`config.mk`:
```
export PLATFORM = sky130hd
export DESIGN_NAME = rr_tdm_demux
export DESIGN_NICKNAME = d
export VERILOG_FILES = /design/src/rtl/rr_tdm_demux.sv
export SDC_FILE = /design/constraint.sdc
export NUM_CORES = 1
export LEC_CHECK = 0
export CORE_ASPECT_RATIO = 0.75
export CORE_MARGIN = 2
export CORE_UTILIZATION = 35
export CTS_CLUSTER_SIZE = 28
export DETAILED_ROUTE_END_ITERATION = 8
export SLEW_MARGIN = 20
export SYNTH_ARGS = -nofsm -noshare
export SYNTH_HDL_FRONTEND = slang
export SYNTH_SLANG_ARGS = --single-unit
```
`constraint.sdc`:
```
create_clock -name clk -period 3.1 [get_ports clk]
set_input_delay 0.775 -clock clk [delete_from_list [all_inputs] [get_ports clk]]
set_output_delay 0.775 -clock clk [all_outputs]
set_load 0.05 [all_outputs]
```
`src/rtl/rr_tdm_demux.sv`:
```
// rr_tdm_demux: de-interleaves a round-robin TDM word stream into one registered word per channel.
// Latency: din captured at edge t shows on dout with dout_valid at t+1; sync_in to dout_valid[0] is PIPE_DELAY+1 cycles.
// Backpressure: none; one word is accepted per cycle while locked, and din is dropped while unlocked.
//
// Ports:
//   clk, rst     single clock, synchronous active-high reset
//   sync_in      one-cycle pulse marking the upstream cycle that selects channel 0
//   din          TDM data word, one per cycle
//   dout         channel k held at bits [k*DATA_WIDTH +: DATA_WIDTH]
//   dout_valid   bit k pulses when channel k updates
//   frame_valid  pulses with the capture into the last channel of an unbroken frame
//   locked       slot counter aligned
//   sync_err     pulses when a delayed sync lands on a non-zero slot
module rr_tdm_demux #(
  parameter int DATA_WIDTH   = 16,
  parameter int NUM_CHANNELS = 2,
  parameter int PIPE_DELAY   = 2
) (
  input  logic                               clk,
  input  logic                               rst,
  input  logic                               sync_in,
  input  logic [DATA_WIDTH-1:0]              din,
  output logic [NUM_CHANNELS*DATA_WIDTH-1:0] dout,
  output logic [NUM_CHANNELS-1:0]            dout_valid,
  output logic                               frame_valid,
  output logic                               locked,
  output logic                               sync_err
);

  localparam int SLOT_W = (NUM_CHANNELS > 1) ? $clog2(NUM_CHANNELS) : 1;
  localparam logic [SLOT_W-1:0] LAST_SLOT = SLOT_W'(NUM_CHANNELS - 1);
  localparam logic [SLOT_W-1:0] ONE_SLOT  = SLOT_W'(1);

  typedef enum logic {UNLOCKED, LOCKED} state_t;

  state_t                  state, state_nxt;
  logic [SLOT_W-1:0]       slot, slot_nxt, cap_ch;
  logic                    cap, err;
  logic [NUM_CHANNELS-1:0] dv_nxt;
  logic [PIPE_DELAY-1:0]   sync_sr;
  logic                    sync_d;
  logic [DATA_WIDTH-1:0]   chan [NUM_CHANNELS];

  // Delay line output lines the sync up with the channel-0 word on din.
  assign sync_d = sync_sr[PIPE_DELAY-1];
  assign locked = (state == LOCKED);

  for (genvar k = 0; k < NUM_CHANNELS; k++) begin : g_dout
    assign dout[k*DATA_WIDTH +: DATA_WIDTH] = chan[k];
  end

  always_comb begin
    state_nxt = state;
    slot_nxt  = slot;
    cap       = 1'b0;
    cap_ch    = slot;
    err       = 1'b0;
    dv_nxt    = '0;
    case (state)
      UNLOCKED: begin
        if (sync_d) begin
          cap       = 1'b1;
          cap_ch    = '0;
          slot_nxt  = ONE_SLOT;
          state_nxt = LOCKED;
        end
      end
      LOCKED: begin
        cap = 1'b1;
        if (sync_d && (slot != '0)) begin
          // Realign: this word starts a new frame. The partial frame can never
          // reach the last slot, so it produces no frame_valid.
          err      = 1'b1;
          cap_ch   = '0;
          slot_nxt = ONE_SLOT;
        end else begin
          // A sync on slot 0 agrees with the free-running count.
          slot_nxt = (slot == LAST_SLOT) ? '0 : slot + ONE_SLOT;
        end
      end
      default: state_nxt = UNLOCKED;
    endcase
    if (cap) dv_nxt[cap_ch] = 1'b1;
  end

  always_ff @(posedge clk) begin
    if (rst) begin
      state       <= UNLOCKED;
      slot        <= '0;
      sync_sr     <= '0;
      dout_valid  <= '0;
      frame_valid <= 1'b0;
      sync_err    <= 1'b0;
      for (int k = 0; k < NUM_CHANNELS; k++) chan[k] <= '0;
    end else begin
      state       <= state_nxt;
      slot        <= slot_nxt;
      sync_sr[0]  <= sync_in;
      for (int i = 1; i < PIPE_DELAY; i++) sync_sr[i] <= sync_sr[i-1];
      dout_valid  <= dv_nxt;
      frame_valid <= cap && (cap_ch == LAST_SLOT);
      sync_err    <= err;
      if (cap) chan[cap_ch] <= din;
    end
  end

endmodule

```
==> run summary <==
Tmin final = 2.361 ns
post-CTS setup buffers = 0
Synth cell types = 19
CP max-delay cell = clkdlybuf4s50_1
Worst Reg-to-Reg Cells = 3
RD Place Congestion = 0.7550
PwrDens = 513.9 nW/um^2
FMAX = 423.6 MHz
# resized after CTS = 0
DR vias = 1035
hold path depth = 1
Final HPWL DP = 2237 um
final WL = 3125 um
Tcrit/Tclk final = 0.7615
commonest cells after routing, fill and taps aside = clkdlybuf4s50_1, edfxtp_1, nand2b_1, and2_1, a21oi_2
IO buf count = 55
Initial Util = 0.3588
Hold Buf Count CTS = 0
Lkg Pwr = 0.8059 nW
required time worst endpoint = 2.32 ns
worst path bufs/invs = 1
clk slew on worst S/H paths = 0.07 ns
first-pass GRT wire length = 4843 um
number of H-tree levels = 2
utilization after layout = 0.5142
DRC = 0
Final Power = 1.166 mW
Clk pwr share = 0.275
Core Area = 4414 um^2
status = finished, final reports clean
Net Sw Frac = 0.2773
synth top area cells = edfxtp_1, dfxtp_1, nand2b_1
number of cells on the critical path = 1
root buffer cell = clkbuf_8
maxcap violations = 0
1st-iter DRT viols = 75
worst clock skew = 0.003030 ns
# IOs = 56
Clock Path Buffers = 2
Reg power frac = 0.533
Crit Path Category = register to output pin
delay-heaviest family, CP = buffers and inverters
Layout Nets = 187
sequential share of the synthesized area = 0.7077
clk sinks = 40
RSZ-0062 raised after global routing = no
combinational share of power = 0.192
ant diodes = 0
area leader, netlist = edfxtp_1
Worst Path Max Fanout = 8
Die Wd = 81.68 um
wire length per cell = 13.83 um
worst slew pin tran = 0.6767 ns
synthesis warning total = 0
row count = 21
Int Power = 0.8431 mW
relative slew slack = 0.5489
syn_nets = 128
Num CTS Buffers = 5
Hold Crit Class = register to register
worst skew pair latency = 0.28 ns
Startpoint Class = register
antenna-violating nets left = 0
GR Overflow Total = 0
CP endpoint kind = output pin
fin. max-slew vios = 0
setup TNS = 0 ns
vias in the first global route = 1000
Peak VDD IR = 269.2 uV
Post-Synthesis Cells = 109
CP cell instances = clkdlybuf4s50_1
layout cells sized above 1 = 0.1243
max incr delay on CP = 0.85 ns
syn avg cell area = 14.53 um^2
WP data arrival = 1.59 ns
die area = 5085 um^2
final-report setup violation count = 0
Net Switching = 0.3234 mW
largest net degree at the start of global routing = 19
Yosys top cell area share = 0.6066
leading cell type in the layout, fill and taps excluded = clkdlybuf4s50_1
Hold Fails Final Rpt = 0
Vias/cell = 4.580
Vert. Die Dim = 62.26 um
CTS tree = built
initial antenna violation count = 0
Seq cells post-synth = 40
Total GRT Usage = 0.1303
synth-to-layout area growth = 43.29%
synthesized area = 1584 um^2
First-pass DRT Iterations = 4
## metal layers
layer  global-route usage  vias up  routed length (um)
met4              0.05000        0                  35
met5                    0        -                   0
li1                     -      499                   -
met3              0.05233        5                 295
met2               0.1936       49                1370
met1               0.1705      482                1423
## worst register-to-register path, cell delays in order, from the launching register on
cell and delay (ns):
dfxtp_1 0.34, inv_1 0.28, buf_4 0.27, a31o_1 0.61
## power groups by stage
stage | logic (mW) | registers (mW) | clock network, mW
after floorplan | 0.0397 | 0.730 | 0
after global placement | 0.222 | 0.634 | 0
after detailed placement | 0.225 | 0.634 | 0
after CTS | 0.225 | 0.622 | 0.330
after global routing | 0.234 | 0.624 | 0.356
final | 0.224 | 0.622 | 0.321
## cells by family (layout without fill, tap and decap cells)
logic type	after synthesis	after routing	share of synthesized area
and+or+nand+nor	42	42	0.1746
DFF	40	40	0.7077
AOI/OAI and AO/OA	19	19	0.08453
buffers and inverters	8	68	0.03317
## cells in the mapped netlist
cell / number
inv_1: 1
a31o_1: 1
buf_6: 2
nor4bb_1: 1
a31oi_1: 1
dfxtp_1: 8
nor2b_1: 2
and4bb_4: 1
edfxtp_1: 32
nand3b_1: 1
a21oi_1: 8
nand2b_1: 18
clkbuf_1: 1
and2_1: 16
and4b_1: 1
nor2_1: 2
buf_2: 3
a21oi_2: 9
buf_4: 1
## worst paths after layout
check	endpoint	slack (ns)	startpoint
worst max-delay path	locked	0.74	locked
worst min-delay path	sync_sr[1]	0.45	sync_sr[0]
worst max register to register	chan[1][4]	1.22	sync_sr[1]
worst min register to register	sync_sr[1]	0.45	sync_sr[0]
## sequential cells by signal, summed over array words and instances (netlist names)
name	count
chan	32
dout_valid	2
frame_valid	1
locked	1
slot	1
sync_err	1
sync_sr	2
## stage by stage
step	setup slack, ns	hold slack [ns]	std cells	instance area, um^2
floorplan	1.193	0.4138	109	1584
global placement	0.6522	0.4335	218	2187
detailed placement	0.5871	0.4309	218	2187
CTS	0.7223	0.4545	226	2270
global route	0.6706	0.4690	226	2270
finish	0.7392	0.4507	226	2270
## layout make-up
class                   instances  area, um^2
clock buffers                   5       68.82
clock inverters                 3       13.76
fillers                       398        2145
inverters                       1       3.754
multi-input cells              61       410.4
flip-flops and latches         40        1121
well taps                      57       71.32
repair buffers                 59       580.6
Power figures use the tool's default switching activity.
